$ cat src/rtl/duty_ramp_ctrl.sv
// duty_ramp_ctrl: per-channel duty target/current tracker for an 8-channel PWM.
// Targets arrive over valid/ready; at each PWM period boundary one sweep walks
// every channel (jump to target or step by one LSB on a ramp tick), then the
// whole duty bus is reloaded at once so the PWM never sees a mid-period change.
module duty_ramp_ctrl #(
  parameter int NUM_CH   = 8,
  parameter int DUTY_W   = 7,
  parameter int DUTY_MAX = 100,
  parameter int STEP_DIV = 4,
  parameter int CH_W     = (NUM_CH > 1) ? $clog2(NUM_CH) : 1
) (
  input  logic                     clk,
  input  logic                     reset,
  input  logic                     period_start,
  input  logic                     cmd_valid,
  output logic                     cmd_ready,
  input  logic [CH_W-1:0]          cmd_ch,
  input  logic [DUTY_W-1:0]        cmd_duty,
  input  logic                     cmd_ramp,
  output logic [NUM_CH*DUTY_W-1:0] duty_flat,
  output logic                     upd,
  output logic                     busy
);

  localparam int                SC_W    = (STEP_DIV > 1) ? $clog2(STEP_DIV) : 1;
  localparam logic [DUTY_W-1:0] DMAX    = DUTY_W'(DUTY_MAX);
  localparam logic [DUTY_W-1:0] DUTY_ONE = DUTY_W'(1);
  localparam logic [SC_W-1:0]   SC_LAST = SC_W'(STEP_DIV - 1);
  localparam logic [SC_W-1:0]   SC_ONE  = SC_W'(1);
  localparam logic [CH_W-1:0]   CH_LAST = CH_W'(NUM_CH - 1);
  localparam logic [CH_W-1:0]   CH_ONE  = CH_W'(1);

  typedef enum logic [1:0] {IDLE, SWEEP, LOAD} state_t;

  state_t              state_q;
  logic [DUTY_W-1:0]   tgt_q  [NUM_CH];
  logic [DUTY_W-1:0]   cur_q  [NUM_CH];
  logic [DUTY_W-1:0]   duty_q [NUM_CH];
  logic [NUM_CH-1:0]   jump_q;
  logic [SC_W-1:0]     step_cnt_q;
  logic                step_tick_q;
  logic [CH_W-1:0]     ch_idx_q;
  logic                upd_q;

  logic                cmd_acc;
  logic [DUTY_W-1:0]   cmd_duty_clamped;
  logic [DUTY_W-1:0]   sel_cur;
  logic [DUTY_W-1:0]   sel_tgt;
  logic [DUTY_W-1:0]   cur_d;
  logic [NUM_CH-1:0]   busy_vec;

  // Commands are only taken between sweeps, so tgt/jump never race the sweep.
  assign cmd_ready        = (state_q == IDLE);
  assign cmd_acc          = cmd_valid & cmd_ready;
  assign cmd_duty_clamped = (cmd_duty > DMAX) ? DMAX : cmd_duty;
  assign sel_cur          = cur_q[ch_idx_q];
  assign sel_tgt          = tgt_q[ch_idx_q];

  // New current value for the channel being swept: jump wins over ramp step.
  always_comb begin
    cur_d = sel_cur;
    if (jump_q[ch_idx_q]) begin
      cur_d = sel_tgt;
    end else if (step_tick_q && (sel_cur < sel_tgt)) begin
      cur_d = sel_cur + DUTY_ONE;
    end else if (step_tick_q && (sel_cur > sel_tgt)) begin
      cur_d = sel_cur - DUTY_ONE;
    end
  end

  // Control FSM plus all channel state; outputs are registered here.
  always_ff @(posedge clk or posedge reset) begin
    if (reset) begin
      state_q     <= IDLE;
      step_cnt_q  <= '0;
      step_tick_q <= 1'b0;
      ch_idx_q    <= '0;
      jump_q      <= '0;
      upd_q       <= 1'b0;
      for (int k = 0; k < NUM_CH; k++) begin
        tgt_q[k]  <= '0;
        cur_q[k]  <= '0;
        duty_q[k] <= '0;
      end
    end else begin
      upd_q <= 1'b0;
      case (state_q)
        IDLE: begin
          if (cmd_acc) begin
            tgt_q[cmd_ch]  <= cmd_duty_clamped;
            jump_q[cmd_ch] <= ~cmd_ramp;
          end
          if (period_start) begin
            // Prescaler only advances on boundaries that actually start a sweep.
            step_tick_q <= (step_cnt_q == SC_LAST);
            if (step_cnt_q == SC_LAST) begin
              step_cnt_q <= '0;
            end else begin
              step_cnt_q <= step_cnt_q + SC_ONE;
            end
            ch_idx_q <= '0;
            state_q  <= SWEEP;
          end
        end
        SWEEP: begin
          cur_q[ch_idx_q]  <= cur_d;
          jump_q[ch_idx_q] <= 1'b0;
          if (ch_idx_q == CH_LAST) begin
            state_q <= LOAD;
          end else begin
            ch_idx_q <= ch_idx_q + CH_ONE;
          end
        end
        LOAD: begin
          for (int k = 0; k < NUM_CH; k++) begin
            duty_q[k] <= cur_q[k];
          end
          upd_q   <= 1'b1;
          state_q <= IDLE;
        end
        default: state_q <= IDLE;
      endcase
    end
  end

  // Pack the output bus and per-channel pending flags.
  generate
    for (genvar gi = 0; gi < NUM_CH; gi++) begin : g_ch
      assign duty_flat[gi*DUTY_W +: DUTY_W] = duty_q[gi];
      assign busy_vec[gi] = (cur_q[gi] != tgt_q[gi]) | jump_q[gi];
    end
  endgenerate

  assign busy = |busy_vec;
  assign upd  = upd_q;

endmodule

$ cat config.mk
export PLATFORM = sky130hd
export DESIGN_NAME = duty_ramp_ctrl
export DESIGN_NICKNAME = d
export VERILOG_FILES = /design/src/rtl/duty_ramp_ctrl.sv
export SDC_FILE = /design/constraint.sdc
export NUM_CORES = 1
export LEC_CHECK = 0
export ABC_AREA = 1
export CORE_MARGIN = 2
export CORE_UTILIZATION = 56
export CTS_CLUSTER_DIAMETER = 60
export DETAILED_ROUTE_END_ITERATION = 10
export PLACE_DENSITY_LB_ADDON = 0.1
export SLEW_MARGIN = 20
export SYNTH_ARGS = -nofsm -noshare
export SYNTH_HDL_FRONTEND = slang
export SYNTH_SLANG_ARGS = --single-unit
$ cat constraint.sdc
create_clock -name clk -period 14.5 [get_ports clk]
set_input_delay 2.9 -clock clk [delete_from_list [all_inputs] [get_ports clk]]
set_output_delay 2.9 -clock clk [all_outputs]
set_load 0.02 [all_outputs]
==> impl_table.tex <==
\begin{tabular}{lr}
\hline
Metric & Value \\
\hline
\multicolumn{2}{l}{\textbf{Synthesis}} \\
\quad Number of flops mapped to enable cells by yosys & 0 \\
\quad Most instantiated cells after synthesis & 391 x sky130\_fd\_sc\_hd\_\_nand2\_1, 185 x sky130\_fd\_sc\_hd\_\_dfrtp\_1, 160 x sky130\_fd\_sc\_hd\_\_o21ai\_0, 114 x sky130\_fd\_sc\_hd\_\_inv\_1, 54 x sky130\_fd\_sc\_hd\_\_nor2\_1 \\
\quad Fraction of post-synthesis cell area in the top cell type by area & 0.4815 \\
\quad Synth Area per Inst & 8.107 um\^{}2 \\
\quad Count of distinct cell types in the synthesized netlist & 45 \\
\quad Share of the synthesized netlist area taken by xor and xnor gates & 0.02733 \\
\quad Main combinational cell family by area after synthesis & simple AND/OR/NAND/NOR gates \\
\quad Mux share of post-synthesis cell area & 0.002342 \\
\quad Proportion of synthesized chip area in sequential cells & 0.4815 \\
\quad Synthesized netlist cell count & about 1.2k \\
\quad Largest cells by area after synthesis & sky130\_fd\_sc\_hd\_\_dfrtp\_1 48\%, sky130\_fd\_sc\_hd\_\_nand2\_1 15\%, sky130\_fd\_sc\_hd\_\_o21ai\_0 8.3\% \\
\quad Post-Synth Simple-Gate Area & 0.2479 \\
\quad Post-synthesis net count & $\sim$1.2k \\
\quad Share of synthesized cell area in full adder, half adder and majority cells & 0.01561 \\
\quad Register bit count reported by yosys & around 190 \\
\quad Area fraction in compound gates after synthesis & 0.1493 \\
\quad Synthesized cell area & between 9000 and 10000 um\^{}2 \\
\quad Dominant synthesized flop cell & sky130\_fd\_sc\_hd\_\_dfrtp\_1 \\
\quad Area leader, netlist & sky130\_fd\_sc\_hd\_\_dfrtp\_1 \\
\quad Yosys warning count & 0 \\
\quad Proportion of register bits with asynchronous set or reset after synthesis & 1.000 \\
\quad Most common cell in the synthesized netlist & sky130\_fd\_sc\_hd\_\_nand2\_1 \\
\multicolumn{2}{l}{\textbf{Floorplanning}} \\
\quad Starting density of the core & 0.5757 \\
\quad Full die area & 18230 um\^{}2 \\
\quad Num rows & between 40 and 50 \\
\quad Die Height & around 140 um \\
\quad Die width & between 100 and 150 um \\
\quad Area inside the core boundary & roughly 17000 um\^{}2 \\
\quad \# IOs & 74 \\
\multicolumn{2}{l}{\textbf{Worst setup path}} \\
\quad Critical Path AT & a little under 3000 ps \\
\quad List of cells traversed by the critical path & inv\_1 > o22ai\_1 > a211oi\_1 > nand3\_1 > nor4\_1 > nand3\_1 > clkdlybuf4s50\_1 \\
\quad Worst reg2reg path depth & 17 \\
\quad Crit path largest cell delay & roughly 580 ps \\
\quad Category of cells accounting for the largest share of critical-path delay & simple AND/OR/NAND/NOR gates \\
\quad Startpoint type of the worst setup path & flip-flop \\
\quad Sum of buffers and inverters on the critical path & 2 \\
\quad Dominant cell type by count on the critical path & sky130\_fd\_sc\_hd\_\_nand3\_1 \\
\quad Cell at the slowest stage of the critical path & sky130\_fd\_sc\_hd\_\_clkdlybuf4s50\_1 \\
\quad Critical path depth in cells & 7 \\
\quad Data required, critical path & about 12000 ps \\
\quad Worst-case register-to-register setup slack & 10470 ps \\
\quad Critical path endpoint category & output port \\
\quad Highest fanout seen on the critical path & 4 \\
\quad Critical path class & reg -> out \\
\multicolumn{2}{l}{\textbf{Power and ir drop}} \\
\quad Power density of the placed cells & around 260 nW/um\^{}2 \\
\quad Post-route total power & approximately 2.8 mW \\
\quad Worst ir drop on vdd & approximately 160 uV \\
\quad Leakage power & around 5.3 nW \\
\multicolumn{2}{l}{\textbf{Placement}} \\
\quad Pre-CTS worst setup slack & between 9000 and 10000 ps \\
\quad Placed cell areas & between 10000 and 15000 um\^{}2 \\
\quad Dpl cells & between 1k and 1.5k \\
\quad Placed wire-length estimate after detailed placement & 22520 um \\
\quad Port bufs & 73 \\
\quad Routability congestion estimate from global placement & between 1 and 1.5 \\
\multicolumn{2}{l}{\textbf{STA}} \\
\quad Setup TNS after final layout & 0 ps \\
\quad Final clock period utilization by the worst path & 0.4003 \\
\quad Final setup violation count & 0 \\
\quad Worst Skew & 12.78 ps \\
\quad Transition time at the pin with the least slew margin & 939.2 ps \\
\quad Final hold slack & approximately 480 ps \\
\quad Number of hold violations in the final report & 0 \\
\quad Unrepaired setup endpoints after global routing & false \\
\quad Final worst path period need & about 5800 ps \\
\quad Final count of pins violating max slew & 0 \\
\quad Slew margin rel. & 0.3659 \\
\quad Maximum clock rate & around 170 MHz \\
\quad Worst-case setup margin in the final layout & just under 9000 ps \\
\multicolumn{2}{l}{\textbf{Clocking}} \\
\quad Post-cts gate resize count & 0 \\
\quad Number of clock sinks & approximately 190 \\
\quad Hold-fix buffers at CTS & 0 \\
\quad Root cell of the clock tree & sky130\_fd\_sc\_hd\_\_clkbuf\_16 \\
\quad CTS tree & done \\
\quad Post-CTS Repair Setup Buffers & 0 \\
\quad Clock buffer depth & 2 \\
\quad TritonCTS Buffers & 17 \\
\quad Insertion delay of the later-clocked pin in the worst-skew pair & 440 ps \\
\quad Clk slew on worst S/H paths & $\sim$70 ps \\
\quad CTS H-tree lvls & 4 \\
\multicolumn{2}{l}{\textbf{Outcome}} \\
\quad Status & finished, final reports clean \\
\multicolumn{2}{l}{\textbf{Routing}} \\
\quad Vias post-DR & $\sim$8.5k \\
\quad Final antenna-violating net count & 0 \\
\quad Number of DRC markers after the initial detailed-route iteration & 1067 \\
\quad DRC violation count after routing & 0 \\
\quad Post-detailed-routing wire length & approximately 30000 um \\
\quad WL/cell & 20.56 um \\
\quad Vias per cell & 5.788 \\
\quad TritonRoute pass-1 iters & 5 \\
\multicolumn{2}{l}{\textbf{Finish}} \\
\quad Layout Area Growth over Synthesis & 14.30\% \\
\quad Fraction of final layout cells with drive strength greater than 1 & 0.09228 \\
\quad Post-route cell area & 10990 um\^{}2 \\
\quad Diodes inserted & 0 \\
\quad Cell Count, Final, Fillers Out & about 1.5k \\
\quad Final Core Density & 0.6581 \\
\quad Final layout net count & around 1.3k \\
\multicolumn{2}{l}{\textbf{Global routing}} \\
\quad Met1 layer usage reported by global route & 0.5083 \\
\quad Remaining Overflow, GRT & 0 \\
\quad Global-route usage over all layers & 0.3511 \\
\quad Via count of the first global-routing pass & slightly below 8k \\
\quad Met2 usage & 0.5034 \\
\quad Layer with the highest usage after global routing & met1 \\
\quad Antenna violations before repair & 0 \\
\quad Wire length of the first global-routing pass & approximately 47000 um \\
\quad Pin count of the biggest net entering global routing & 108 \\
\quad GRT met3 Usage & 0.06982 \\
\multicolumn{2}{l}{\textbf{Hold path}} \\
\quad Depth of the worst hold-timing path & 2 \\
\quad Path type of the worst min-delay path & reg -> reg \\
\multicolumn{2}{l}{\textbf{Run}} \\
\quad Count of max-cap constraint violations & 0 \\
\hline
\end{tabular}
[worst reg2reg max path: cells and delay by family, from the launching register on]
family	cells	cell delay, ps
AO/OA/AOI/OAI	4	1070
XOR/XNOR	1	210
AND/OR/NAND/NOR	10	1810
buffers and inverters	1	40
flip-flops	1	530
adder cells (fa/ha/maj)	1	310
[final cells by class]
class                   instances  area (um^2)
well taps                     220        275.3
inverters                     124        475.5
clock buffers                  18        439.2
repair buffers                 78        768.2
fillers                      1442         5710
flip-flops and latches        185         4631
clock inverters                13        145.1
multi-input cells             839         4257
[layer usage]
metal | share of wire | vias up
li1 | - | 3963
met1 | 0.42 | 3987
met2 | 0.42 | 500
met3 | 0.10 | 99
met4 | 0.057 | 0
met5 | 0 | -
[kinds of logic after synthesis]
group                    Yosys count
multiplexers                       2
adder cells (fa/ha/maj)           12
AND/OR/NAND/NOR                  548
XOR/XNOR                          30
flip-flops                       185
buffers and inverters            162
AO/OA/AOI/OAI                    247
[final timing paths]
path	end	from
setup / recovery	busy	cur_q[53]
hold / removal	duty_flat[3]	duty_flat[3]
setup reg to reg	cur_q[37]	ch_idx_q[1]
hold reg to reg	duty_flat[3]	duty_flat[3]
max in group asynchronous	ch_idx_q[0]	reset
min in group asynchronous	tgt_q[29]	reset
[power by group]
| group | switching (mW) | internal (mW) |
|---|---|---|
| clock | 0.208 | 0.260 |
| sequential | 0.216 | 0.698 |
| combinational | 0.979 | 0.454 |
[layout by cell type (no fill, tap or decap), types with 3 or more instances in the layout]
master | netlist | final
sky130_fd_sc_hd__inv_1 | 114 | 113
sky130_fd_sc_hd__ha_1 | 12 | 12
sky130_fd_sc_hd__clkinv_4 | 0 | 5
sky130_fd_sc_hd__buf_4 | 1 | 5
sky130_fd_sc_hd__a31oi_1 | 3 | 3
sky130_fd_sc_hd__nor2_2 | 7 | 7
sky130_fd_sc_hd__xor2_1 | 16 | 16
sky130_fd_sc_hd__o21ai_0 | 160 | 160
sky130_fd_sc_hd__xnor2_1 | 14 | 14
sky130_fd_sc_hd__o211ai_1 | 7 | 7
sky130_fd_sc_hd__clkbuf_16 | 0 | 17
sky130_fd_sc_hd__a21oi_1 | 28 | 28
sky130_fd_sc_hd__nand3_2 | 9 | 9
sky130_fd_sc_hd__nand2_2 | 12 | 13
sky130_fd_sc_hd__nand3_1 | 39 | 39
sky130_fd_sc_hd__inv_2 | 8 | 8
sky130_fd_sc_hd__o21ai_4 | 4 | 4
sky130_fd_sc_hd__nand2_1 | 391 | 390
sky130_fd_sc_hd__clkinv_2 | 0 | 3
sky130_fd_sc_hd__dfrtp_1 | 185 | 184
sky130_fd_sc_hd__a211oi_2 | 3 | 3
sky130_fd_sc_hd__nor2_4 | 6 | 6
sky130_fd_sc_hd__nand2_4 | 6 | 6
sky130_fd_sc_hd__nand3b_1 | 3 | 3
sky130_fd_sc_hd__clkdlybuf4s50_1 | 0 | 73
sky130_fd_sc_hd__nor4_1 | 10 | 10
sky130_fd_sc_hd__o21ai_2 | 12 | 12
sky130_fd_sc_hd__o22ai_1 | 19 | 19
sky130_fd_sc_hd__nor2_1 | 54 | 54
sky130_fd_sc_hd__nand4_1 | 5 | 5
sky130_fd_sc_hd__inv_6 | 0 | 4
[flip-flops by register name, indices dropped and copies added, names as in the netlist, 2 cells and up]
name	cells
step_cnt_q	2
cur_q	56
tgt_q	56
ch_idx_q	3
duty_flat	56
state_q	2
jump_q	8
Note: power is estimated with default switching activity, not from simulation.
